File: src/rtl/mdu_pkg.sv
// rtl/mdu_pkg.sv - shared constants and state encoding for the multiply/divide unit
// Contents:
//   M_MUL..M_REMU : RV32M funct3 operation codes
//   state_t       : control FSM states (IDLE, MUL, DIV, DONE)
package mdu_pkg;

    localparam logic [2:0] M_MUL    = 3'b000;
    localparam logic [2:0] M_MULH   = 3'b001;
    localparam logic [2:0] M_MULHSU = 3'b010;
    localparam logic [2:0] M_MULHU  = 3'b011;
    localparam logic [2:0] M_DIV    = 3'b100;
    localparam logic [2:0] M_DIVU   = 3'b101;
    localparam logic [2:0] M_REM    = 3'b110;
    localparam logic [2:0] M_REMU   = 3'b111;

    typedef enum logic [1:0] {
        S_IDLE = 2'd0,
        S_MUL  = 2'd1,
        S_DIV  = 2'd2,
        S_DONE = 2'd3
    } state_t;

endpackage

File: src/rtl/mdu_divstep.sv
// rtl/mdu_divstep.sv - one combinational restoring-division step
// Ports:
//   rem      : partial remainder before this step (always < divisor)
//   msb      : next dividend bit shifted into the remainder
//   divisor  : divisor magnitude
//   rem_next : partial remainder after the trial subtract/restore
//   q_bit    : quotient bit produced by this step
module mdu_divstep #(
    parameter int XLEN = 32
) (
    input  logic [XLEN-1:0] rem,
    input  logic            msb,
    input  logic [XLEN-1:0] divisor,
    output logic [XLEN-1:0] rem_next,
    output logic            q_bit
);

    // The shifted remainder needs one extra bit; the restored or reduced
    // value is always below the divisor, so it fits back into XLEN bits.
    logic [XLEN:0] partial;

    always_comb begin
        partial  = {rem, msb};
        q_bit    = (partial >= {1'b0, divisor});
        rem_next = q_bit ? XLEN'(partial - {1'b0, divisor}) : partial[XLEN-1:0];
    end

endmodule

File: src/rtl/mdu.sv
// rtl/mdu.sv - iterative RV32M multiply/divide unit with request/response handshake
// Ports:
//   clk, rst_n            : clock, synchronous active-low reset
//   req_valid/req_ready   : request handshake; funct3, rs1, rs2 captured on accept
//   resp_valid/resp_ready : response handshake; result held until accepted
//   result                : operation result, zero whenever resp_valid is low
//   busy                  : high in any state other than IDLE
module mdu
    import mdu_pkg::*;
#(
    parameter int XLEN = 32
) (
    input  logic            clk,
    input  logic            rst_n,
    input  logic            req_valid,
    output logic            req_ready,
    input  logic [2:0]      funct3,
    input  logic [XLEN-1:0] rs1,
    input  logic [XLEN-1:0] rs2,
    output logic            resp_valid,
    input  logic            resp_ready,
    output logic [XLEN-1:0] result,
    output logic            busy
);

    localparam int         W2   = 2 * XLEN;
    localparam logic [5:0] LAST = 6'(XLEN - 1);

    state_t            state, state_nx;
    logic [2:0]        op;
    logic [5:0]        cnt;
    logic [W2-1:0]     acc;     // MUL: {partial high, multiplier}; DIV: {remainder, dividend/quotient}
    logic [XLEN-1:0]   opnd;    // multiplicand or divisor magnitude
    logic              neg_q;   // negate product / quotient at the end
    logic              neg_r;   // negate remainder at the end

    // Request decode, used only on the accept edge.
    logic            a_signed, b_signed, a_neg, b_neg, div_zero, div_ovf;
    logic [XLEN-1:0] a_mag, b_mag;

    always_comb begin
        a_signed = (funct3 == M_MULH) || (funct3 == M_MULHSU) ||
                   (funct3 == M_DIV)  || (funct3 == M_REM);
        b_signed = (funct3 == M_MULH) || (funct3 == M_DIV) || (funct3 == M_REM);
        a_neg    = a_signed && rs1[XLEN-1];
        b_neg    = b_signed && rs2[XLEN-1];
        a_mag    = a_neg ? -rs1 : rs1;
        b_mag    = b_neg ? -rs2 : rs2;
        div_zero = funct3[2] && (rs2 == '0);
        div_ovf  = ((funct3 == M_DIV) || (funct3 == M_REM)) &&
                   (rs1 == {1'b1, {(XLEN-1){1'b0}}}) && (rs2 == '1);
    end

    // Shift-add multiply step: add multiplicand when the multiplier LSB is set,
    // then shift the whole accumulator right, carry included.
    logic [XLEN:0]   mul_sum;
    logic [W2-1:0]   mul_next;
    logic [XLEN-1:0] div_rem;
    logic            div_q;
    logic [W2-1:0]   div_next;

    always_comb begin
        mul_sum  = {1'b0, acc[W2-1:XLEN]} + (acc[0] ? {1'b0, opnd} : '0);
        mul_next = {mul_sum, acc[XLEN-1:1]};
        div_next = {div_rem, acc[XLEN-2:0], div_q};
    end

    mdu_divstep #(.XLEN(XLEN)) u_divstep (
        .rem      (acc[W2-1:XLEN]),
        .msb      (acc[XLEN-1]),
        .divisor  (opnd),
        .rem_next (div_rem),
        .q_bit    (div_q)
    );

    always_comb begin
        state_nx = state;
        case (state)
            S_IDLE: if (req_valid) begin
                if (!funct3[2])             state_nx = S_MUL;
                else if (div_zero || div_ovf) state_nx = S_DONE;
                else                        state_nx = S_DIV;
            end
            S_MUL, S_DIV: if (cnt == LAST) state_nx = S_DONE;
            S_DONE: if (resp_ready) state_nx = S_IDLE;
            default: state_nx = S_IDLE;
        endcase
    end

    always_ff @(posedge clk) begin
        if (!rst_n) begin
            state <= S_IDLE;
            op    <= '0;
            cnt   <= '0;
            acc   <= '0;
            opnd  <= '0;
            neg_q <= 1'b0;
            neg_r <= 1'b0;
        end else begin
            state <= state_nx;
            case (state)
                S_IDLE: if (req_valid) begin
                    op    <= funct3;
                    cnt   <= '0;
                    neg_q <= a_neg ^ b_neg;
                    neg_r <= a_neg;
                    // Special divide cases preload the final quotient/remainder
                    // so the common output path produces the architected value.
                    if (div_zero) begin
                        acc   <= {rs1, {XLEN{1'b1}}};
                        opnd  <= '0;
                        neg_q <= 1'b0;
                        neg_r <= 1'b0;
                    end else if (div_ovf) begin
                        acc   <= {{XLEN{1'b0}}, rs1};
                        opnd  <= '0;
                        neg_q <= 1'b0;
                        neg_r <= 1'b0;
                    end else if (funct3[2]) begin
                        acc  <= {{XLEN{1'b0}}, a_mag};
                        opnd <= b_mag;
                    end else begin
                        acc  <= {{XLEN{1'b0}}, b_mag};
                        opnd <= a_mag;
                    end
                end
                S_MUL: begin
                    acc <= mul_next;
                    cnt <= cnt + 6'd1;
                end
                S_DIV: begin
                    acc <= div_next;
                    cnt <= cnt + 6'd1;
                end
                S_DONE: if (resp_ready) begin
                    acc <= '0;
                    cnt <= '0;
                end
                default: ;
            endcase
        end
    end

    // Sign correction applied to the magnitude result held in DONE.
    logic [W2-1:0]   prod;
    logic [XLEN-1:0] quo, rem_v, sel;

    always_comb begin
        prod  = neg_q ? -acc : acc;
        quo   = neg_q ? -acc[XLEN-1:0] : acc[XLEN-1:0];
        rem_v = neg_r ? -acc[W2-1:XLEN] : acc[W2-1:XLEN];
        case (op)
            M_MUL:                     sel = prod[XLEN-1:0];
            M_MULH, M_MULHSU, M_MULHU: sel = prod[W2-1:XLEN];
            M_DIV, M_DIVU:             sel = quo;
            default:                   sel = rem_v;
        endcase
    end

    assign req_ready  = (state == S_IDLE);
    assign busy       = (state != S_IDLE);
    assign resp_valid = (state == S_DONE);
    assign result     = resp_valid ? sel : '0;

endmodule

File: config.mk
export PLATFORM = sky130hd
export DESIGN_NAME = mdu
export DESIGN_NICKNAME = d
export VERILOG_FILES = /design/src/rtl/mdu_pkg.sv /design/src/rtl/mdu_divstep.sv /design/src/rtl/mdu.sv
export SDC_FILE = /design/constraint.sdc
export NUM_CORES = 1
export LEC_CHECK = 0
export ABC_AREA = 1
export CAP_MARGIN = 5
export CELL_PAD_IN_SITES_DETAIL_PLACEMENT = 0
export CELL_PAD_IN_SITES_GLOBAL_PLACEMENT = 2
export CORE_UTILIZATION = 34
export CTS_CLUSTER_DIAMETER = 40
export DETAILED_ROUTE_END_ITERATION = 16
export HOLD_SLACK_MARGIN = 0.02
export PLACE_DENSITY_LB_ADDON = 0.08
export RECOVER_POWER = 100
export SLEW_MARGIN = 30
export SYNTH_ARGS = -nofsm -noshare
export SYNTH_HDL_FRONTEND = slang
export SYNTH_SLANG_ARGS = --single-unit
export TNS_END_PERCENT = 5
File: constraint.sdc
create_clock -name clk -period 5.9 [get_ports clk]
set_input_delay 0.59 -clock clk [delete_from_list [all_inputs] [get_ports clk]]
set_output_delay 0.59 -clock clk [all_outputs]
set_load 0.05 [all_outputs]
Yosys cells after proc, flatten, opt, wreduce, memory -nomap -nowiden
Cells that the tools add are included.
{ "word_totals": {"regBits": 109, "in_bits": 71, "output_inout_bits": 35, "elab_cells": 88} }
{ "classes": {"n_addsub": 8, "magnitude_cmp": 1, "n_eq_ne": 18, "mux": 31, "bitwise": 1, "reduce_logical": 22} }
{ "op_table": {"columns": ["operator", "n"], "rows": [
  ["$mux 32", 12],
  ["$mux 64", 4],
  ["$pmux 64 s4", 1],
  ["$neg 32->32", 4],
  ["$pmux 32 s3", 1],
  ["$eq 32x32->1 const B", 2],
  ["$neg 64->64", 1],
  ["$add 32x32->33", 1],
  ["$ge 33x32->1", 1],
  ["$logic_not 32->1", 1],
  ["$sub 32x32->32", 1],
  ["$pmux 6 s3", 1],
  ["$eq 3x3->1 const B", 4],
  ["$mux 6", 2],
  ["$eq 3x2->1 const B", 3],
  ["$mux 2", 4],
  ["$logic_or 1x1->1", 7],
  ["$add 6x1->6 const B", 1],
  ["$eq 3x1->1 const B", 2],
  ["$eq 6x5->1 const B", 1],
  ["$pmux 2 s3", 1],
  ["$logic_and 1x1->1", 5],
  ["$mux 1", 5],
  ["$eq 2x2->1 const B", 2],
  ["11 further kinds", 14]
]} }

Longest topological paths before layout
Gate-level depths: netlist of the first run.
{ "logic_depth": {"ltp_word": 11, "depth_mapped": 20, "depth_no_buf": 19} }

Modules after synthesis
Synthesis of the first run repeated with hierarchy kept, for this count alone.
{ "hier_totals": {"hier_cells": 3259, "area_unflattened_um2": 17102.7} }
{ "by_module_without_submodules": {"columns": ["module", "instances", "cells_per_inst", "area_each_um2", "seq_area_each_um2"], "rows": [
  ["mdu", 1, 2612, 13942.1, 2182.1],
  ["mdu_divstep", 1, 647, 3160.5, 0.0]
]} }

Worst setup path after synthesis of the first run
Ideal clock, no wire load.
{ "synth_path": {"path_type": "register to output", "start": "register acc[0]", "end": "output port result[28]", "arrival_time_ps": 2476, "required_time_ps": 5310, "path_slack_ps": 2834, "stages_incl_launch_ff": 15, "n_path_buf": 1, "path_cell_list": "dfxtp_1 > buf_2 > inv_2 > ha_1 > nand3_1 > nor2_2 > nand2_2 > nor2_4 > nand3_2 > nand3b_4 > nand2_4 > nand2_1 > a21oi_1 > nand2_1 > a21oi_1"} }
{ "synth_between": {"elab_chain_cells": 4, "word_cells_on_any_way": 6, "cone_classes": "2 x add/sub; 4 x mux"} }
{ "synth_rtl": {"columns": ["item", "line", "text"], "rows": [
  ["from (decl)", "mdu.sv:32", "logic [W2-1:0] acc;"],
  ["from (signal assigned)", "mdu.sv:110", "acc <= {rs1, {XLEN{1'b1}}};"],
  ["from (signal assigned)", "mdu.sv:115", "acc <= {{XLEN{1'b0}}, rs1};"],
  ["from (signal assigned)", "mdu.sv:120", "acc <= {{XLEN{1'b0}}, a_mag};"],
  ["$neg 64->64 or $neg 32->32 (tied branches)", "mdu.sv:149, mdu.sv:150", null],
  ["$mux 64 or $mux 32 (tied branches)", "mdu.sv:149, mdu.sv:150", null],
  ["$pmux 32 s3 (*)", "mdu.sv:152", "case (op)"],
  ["$mux 32 (*)", "mdu.sv:163", "assign result = resp_valid ? sel : '0;"],
  ["to (decl)", "mdu.sv:22", "output logic [XLEN-1:0] result,"]
]} }
Every way passes the cells marked *; elsewhere a longest branch is shown, timed or not.

Worst setup path after layout of the first run
{ "layout_path": {"start": "register state[1]", "end": "register acc[62]"} }
{ "layout_between": {"elab_chain_cells": 3, "word_cells_on_any_way": 8, "cone_classes": "5 x eq/ne; 1 x mux; 2 x reduce/logical"} }
{ "layout_rtl": {"columns": ["item", "line", "text"], "rows": [
  ["from (decl)", "mdu.sv:29", "state_t state, state_nx;"],
  ["from (signal assigned)", "mdu.sv:100", "state <= state_nx;"],
  ["$eq 2x2->1 or $logic_not 2->1 (tied branches)", "mdu.sv:101", "case (state)"],
  ["$ne 2x1->1 (no line) or $ne 2x2->1 (tied branches)", null, null],
  ["$reduce_and 2->1 (no line)", null, null]
]} }
Several ways; a longest one is shown, not always the timed one.
A chain may end at the register's enable or synchronous reset.

==> metrics.cfg, run 1 <==
[outcome]
outcome = complete, but fails checks
violations = max-capacitance violations, max-slew violations

[sta]
fin_ws_ns = 0.962
tns_ns = 0
setup_viol = 0
worst_slew_pin_slew_ns = 2.81
fin_hold_ws_ns = 0.487
fmax_ghz = 0.202
hold_viol_final = 0
skew_ns = 0.0188
fin_crit_ns = 4.94
slew_headroom_pct = -87.6
rsz0062_at_grt = false
finalCritPeriodShare_pct = 83.7
slew_viol_final = 91

[routing]
routed_via_density = 5.59
drc = 0
ant_nets = 0
wl_per_cell_um = 23.2
wl_um = 90800
drt_iter0_markers = 2439
vias = 21900
drtPass1Iterations = 6

[power_and_ir_drop]
internal-power_mw = 2.93
peakVddDrop_v = 0.000243
power.share.clock_pct = 8.5
switching_share_pct = 63.4
power_frac_comb_pct = 75.5
seq_power_share_pct = 16.0
p_sw_mw = 5.06
cellLeakagePower_nw = 9.12
cellPowerDensity_nw_per_um2 = 423

[clock_network]
cts_buffers = 9
ctsRootBufferMaster = clkbuf_16
cts_max_level = 3
cts_tree = built
hold_buffers = 0
clock_latency_ns = 0.39
clk_pin_slew_ns = 0.09
clock-sinks = 109
cts-resized-gates = 0
cts_setup_buffers = 0
clk_path_buf_depth = 2

[flow_run]
drv_cap = 2

[global_routing]
grt_start_max_net_pins = 76
grt_pass1_wl_um = 131000
grt_usage_pct = 34.9
grt_overflow = 0
antenna_found_initial = 2
grt_pass1_vias = 19800

[synthesis]
syn_inst = 3225
synthesis.area_um2 = 17100
synth_top_area_share_pct = 22.8
synth_top_area_cell = nand2_1
async_flop_share_pct = 0
ys_seq_elements = 109
ys_top_cells_by_count = nand2_1 (1,042), inv_1 (412), nand3_1 (350)
synth_edf_count = 0
synthTopCellsByArea = nand2_1 (23%), dfxtp_1 (13%), nand3_1 (10%)
yosysSeqAreaShare_pct = 12.7
synth_ff_type = dfxtp_1
synth_nets = 3372
post-synth-top-count-cell = nand2_1
synth-warning-count = 0
syn_area_per_cell_um2 = 5.31
synth.distinct_cells = 49

[setup_path]
required_ns = 6.23
critPathLaunchType = flop
regToRegStartpoint = state[1]
critPathKind = flop to flop
end_kind = flop
cp.arrival_ns = 5.26
crit_fanout = 51
critPathLaunch = state[1]

[final_layout]
fillers = 5803
num_antenna_cells = 0
area_growth_pct = 10.0
drive_gt1_share_pct = 4.37
stdcell_count = 3913
regArea_um2 = 2180
multiInputGateArea_um2 = 12600
final_nets = 3391
post-route-util_pct = 38.2

[die]
rows = 81
die_h_um = 226
io_pins = 106
start_util_pct = 34.7
fp.dieArea_um2 = 51300
fp.dieW_um = 226
fp.coreArea_um2 = 49400

[placed_design]
post-place-ws_ns = 1.72
hpwl_um = 74400
post-place-cells = 3897
io_buffers = 105
place_congestion = 1.05

[min_path]
hp-start = acc[58]
min_path_type = flop to flop

-- cell families (layout without fill, tap and decap cells) --
logic type / Yosys count / count (layout) / synth area share, %
xor+xnor: 82 / 82 / 4.19
compound gates: 518 / 518 / 17.9
buf+inv: 564 / 588 / 12.8
fa+ha+maj: 76 / 76 / 5.64
simple gates: 1876 / 1876 / 46.7
flops: 109 / 109 / 12.7
-- registers in the layout (all words and copies together) (netlist names) --
| register | cells |
|---|---|
| acc | 64 |
| neg_r | 1 |
| opnd | 32 |
| neg_q | 1 |
| state | 2 |
| cnt | 6 |
| op | 3 |
-- layout make-up --
cell class                 instances  area share [%]
clock buffer                      11            1.29
clock inverter                     5           0.345
inverter                         443            8.83
multi-input combinational       2552            67.1
sequential                       109            11.6
tap                              664            4.41
timing repair buffer             129            6.45
-- metal layers --
| metal | wire length [um] | vias up | global-route usage [%] |
|---|---|---|---|
| met4 | 3430 | 2 | 12.4 |
| met5 | 14 | - | 0 |
| met1 | 41300 | 10200 | 48.8 |
| met3 | 8120 | 132 | 7.71 |
| met2 | 38000 | 1023 | 52.1 |
| li1 | - | 10500 | - |
-- layout by cell type (no fill, tap or decap), drive strengths merged, types with 11 or more instances in the layout --
cell type      Yosys  final
xor2              66     66
dlygate4sd3        0     35
nor3              44     44
inv              439    440
o21ai            153    153
clkbuf            75     14
nor4              14     14
o221ai            15     15
dfxtp            109    109
clkdlybuf4s50      0     69
or2               15     15
a21oi            270    270
nand2           1053   1053
nand3            358    358
nand4             47     47
o211ai            37     37
a221oi            11     11
nor2             330    330
o21bai            12     12
xnor2             16     16
buf               46     22
ha                74     74
-- critical path: stages (launching register included) --
cell and delay (ns):
dfxtp_1 0.39, inv_1 0.09, ha_1 0.20, clkinv_1 0.04, clkbuf_1 1.96, or2_1 0.25
nand2_1 0.33, inv_1 0.47, nand2_4 0.31, a21oi_1 0.53, nand2_1 0.13, a21oi_2 0.12
-- stage by stage --
step	area [um2]	power, mW
2_1_floorplan	17100	5.24
3_3_place_gp	18700	7.18
3_5_place_dp	18700	7.18
4_1_cts	19000	7.86
5_1_grt	18800	8.56
6_report	18800	7.98
-- power by group through the flow --
stage / sequential (mW) / clock (mW) / combinational, mW
floorplan: 1.07 / 0 / 4.17
global placement: 1.26 / 0 / 5.92
detailed placement: 1.27 / 0 / 5.90
CTS: 1.25 / 0.682 / 5.93
global route: 1.28 / 0.704 / 6.57
finish: 1.28 / 0.677 / 6.03
-- final timing paths --
| path | slack [ns] | endpoint | cells after the start |
|---|---|---|---|
| setup / recovery | 0.96 | acc[62] | 11 |
| hold / removal | 0.49 | acc[58] | 2 |
| setup reg to reg | 0.96 | acc[62] | 11 |
| hold reg to reg | 0.49 | acc[58] | 2 |
Note: power is estimated with default switching activity, not from simulation.
==> run 2: changes to the inputs <==
Settings changed: CORE_UTILIZATION 34 to 31.
Clock period 5.9 ns to 4.8 ns, I/O delays scaled along.
==> run 2 against run 1 <==
Effect of this change: the run still ends with max-capacitance violations, max-slew violations left; cell count grew 1.1%; worst hold slack got worse by 0.0053 ns; clock power is 25% higher; critical path depth unchanged; sequential power rose by 22%; total power is 26% higher; flip-flop and latch count unchanged; clock skew fell by 0.0026 ns; combinational power up 27%; routed wire length grew 7.2%; die area up 9.6%.
==> metrics.cfg, run 2 (synthesized netlist as in run 1, its figures left out) <==
[outcome]
outcome = complete, but fails checks
violations = max-capacitance violations, max-slew violations

[final_layout]
finish.instance_area_um2 = 19000
drive_gt1_share_pct = 4.76
stdcell_count = 3955
largest_reg_flops = 64
final_nets = 3401
area_growth_pct = 10.8
largest-register = acc
top_regs = acc: 64 flops, opnd: 32 flops, cnt: 6 flops
num_antenna_cells = 0
final_common_cell = nand2_1
layout_common_cells = nand2_1 (1,043), inv_1 (414), nand3_1 (350)

[routing]
routed_via_density = 5.59
wl_um = 97400
ant_nets = 0
vias = 22100
drtPass1Iterations = 9
drt_iter0_markers = 2593
wl_per_cell_um = 24.6
drc = 0

[placed_design]
place_congestion = 1.02
post-place-cells = 3939
placed_area_um2 = 18800
hpwl_um = 80400
io_buffers = 105

[sta]
hold_viol_final = 0
slew_headroom_pct = -31.3
slew_viol_final = 117
setup_viol = 0
rsz0062_at_grt = false
finalCritPeriodShare_pct = 99.6
fmax_ghz = 0.209
fin_crit_ns = 4.78
skew_ns = 0.0162
worst_slew_pin_slew_ns = 1.97
tns_ns = 0

[power_and_ir_drop]
peakVddDrop_v = 0.000280
cellLeakagePower_nw = 9.17
finalPower_mw = 10.1
cellPowerDensity_nw_per_um2 = 530

[setup_path]
required_ns = 4.32
end_kind = output pin
crit_fanout = 5
cp.arrival_ns = 4.30
critPathKind = flop to output pin
critPathLaunchType = flop

[global_routing]
grt_overflow = 0
grt_usage_pct = 33.8
grt_pass1_wl_um = 140000
grt_start_max_net_pins = 83
antenna_found_initial = 0
grt_pass1_vias = 20400

[die]
start_util_pct = 31.6
fp.dieArea_um2 = 56200
io_pins = 106
die_h_um = 237
fp.dieW_um = 237
fp.coreArea_um2 = 54200
rows = 85

[clock_network]
ctsRootBufferMaster = clkbuf_16
cts_max_level = 3
cts_setup_buffers = 0
cts_tree = built
hold_buffers = 0
clock_latency_ns = 0.41
cts-resized-gates = 0
cts_buffers = 9
clk_pin_slew_ns = 0.09
clock-sinks = 109
clk_path_buf_depth = 2

[min_path]
min_path_type = flop to flop

[flow_run]
drv_cap = 2

==> run 2: path summary, 6_finish.rpt <==
check	startpoint	end	slack, ns	cells after the start
hold / removal	acc[1]	acc[1]	0.48	2
hold reg to reg	acc[1]	acc[1]	0.48	2
setup / recovery	acc[33]	result[16]	0.02	11
setup reg to reg	state[0]	opnd[18]	0.55	9
==> run 2: metrics by stage <==
stage               hold slack (ns)  setup WS (ns)  util, %
detailed placement            0.470          0.502     34.6
global route                  0.510         0.0137     35.0
finish                        0.481         0.0192     35.0
floorplan                     0.458           1.84        -
CTS                           0.482         0.0415     35.2
global placement              0.465          0.399     34.6
==> run 2: layer usage <==
layer	vias to the layer above	global-route usage [%]	share of wire (%)
li1	10500	-	-
met1	10500	48.2	46
met2	978	52.3	43
met3	141	3.57	6.7
met4	0	12.0	3.5
met5	-	0	0
==> run 2: final cells by class <==
type / count / area [um2]
clock buffer: 9 / 225
clock inverter: 7 / 82.6
fill: 6402 / 35300
inverter: 443 / 1660
multi-input combinational: 2552 / 12600
sequential: 109 / 2180
tap: 696 / 871
timing repair buffer: 139 / 1310
==> run 2: critical path, cell delays in order (launching register included) <==
cell and delay [ns]:
dfxtp_1 0.39, inv_1 0.34, ha_1 0.37, nand2_1 0.24, nor2_1 0.34, nand2_1 0.18
nor3_1 0.53, xor2_1 0.14, nand2_1 0.09, o211ai_1 0.14, a21oi_1 0.26, clkdlybuf4s50_1 0.85
==> run 2: report_power, final <==
part	switching (mW)	total [mW]	internal [mW]
registers	0.451	1.56	1.11
logic	5.58	7.66	2.08
clock network	0.467	0.845	0.378
total	6.50	10.1	3.57
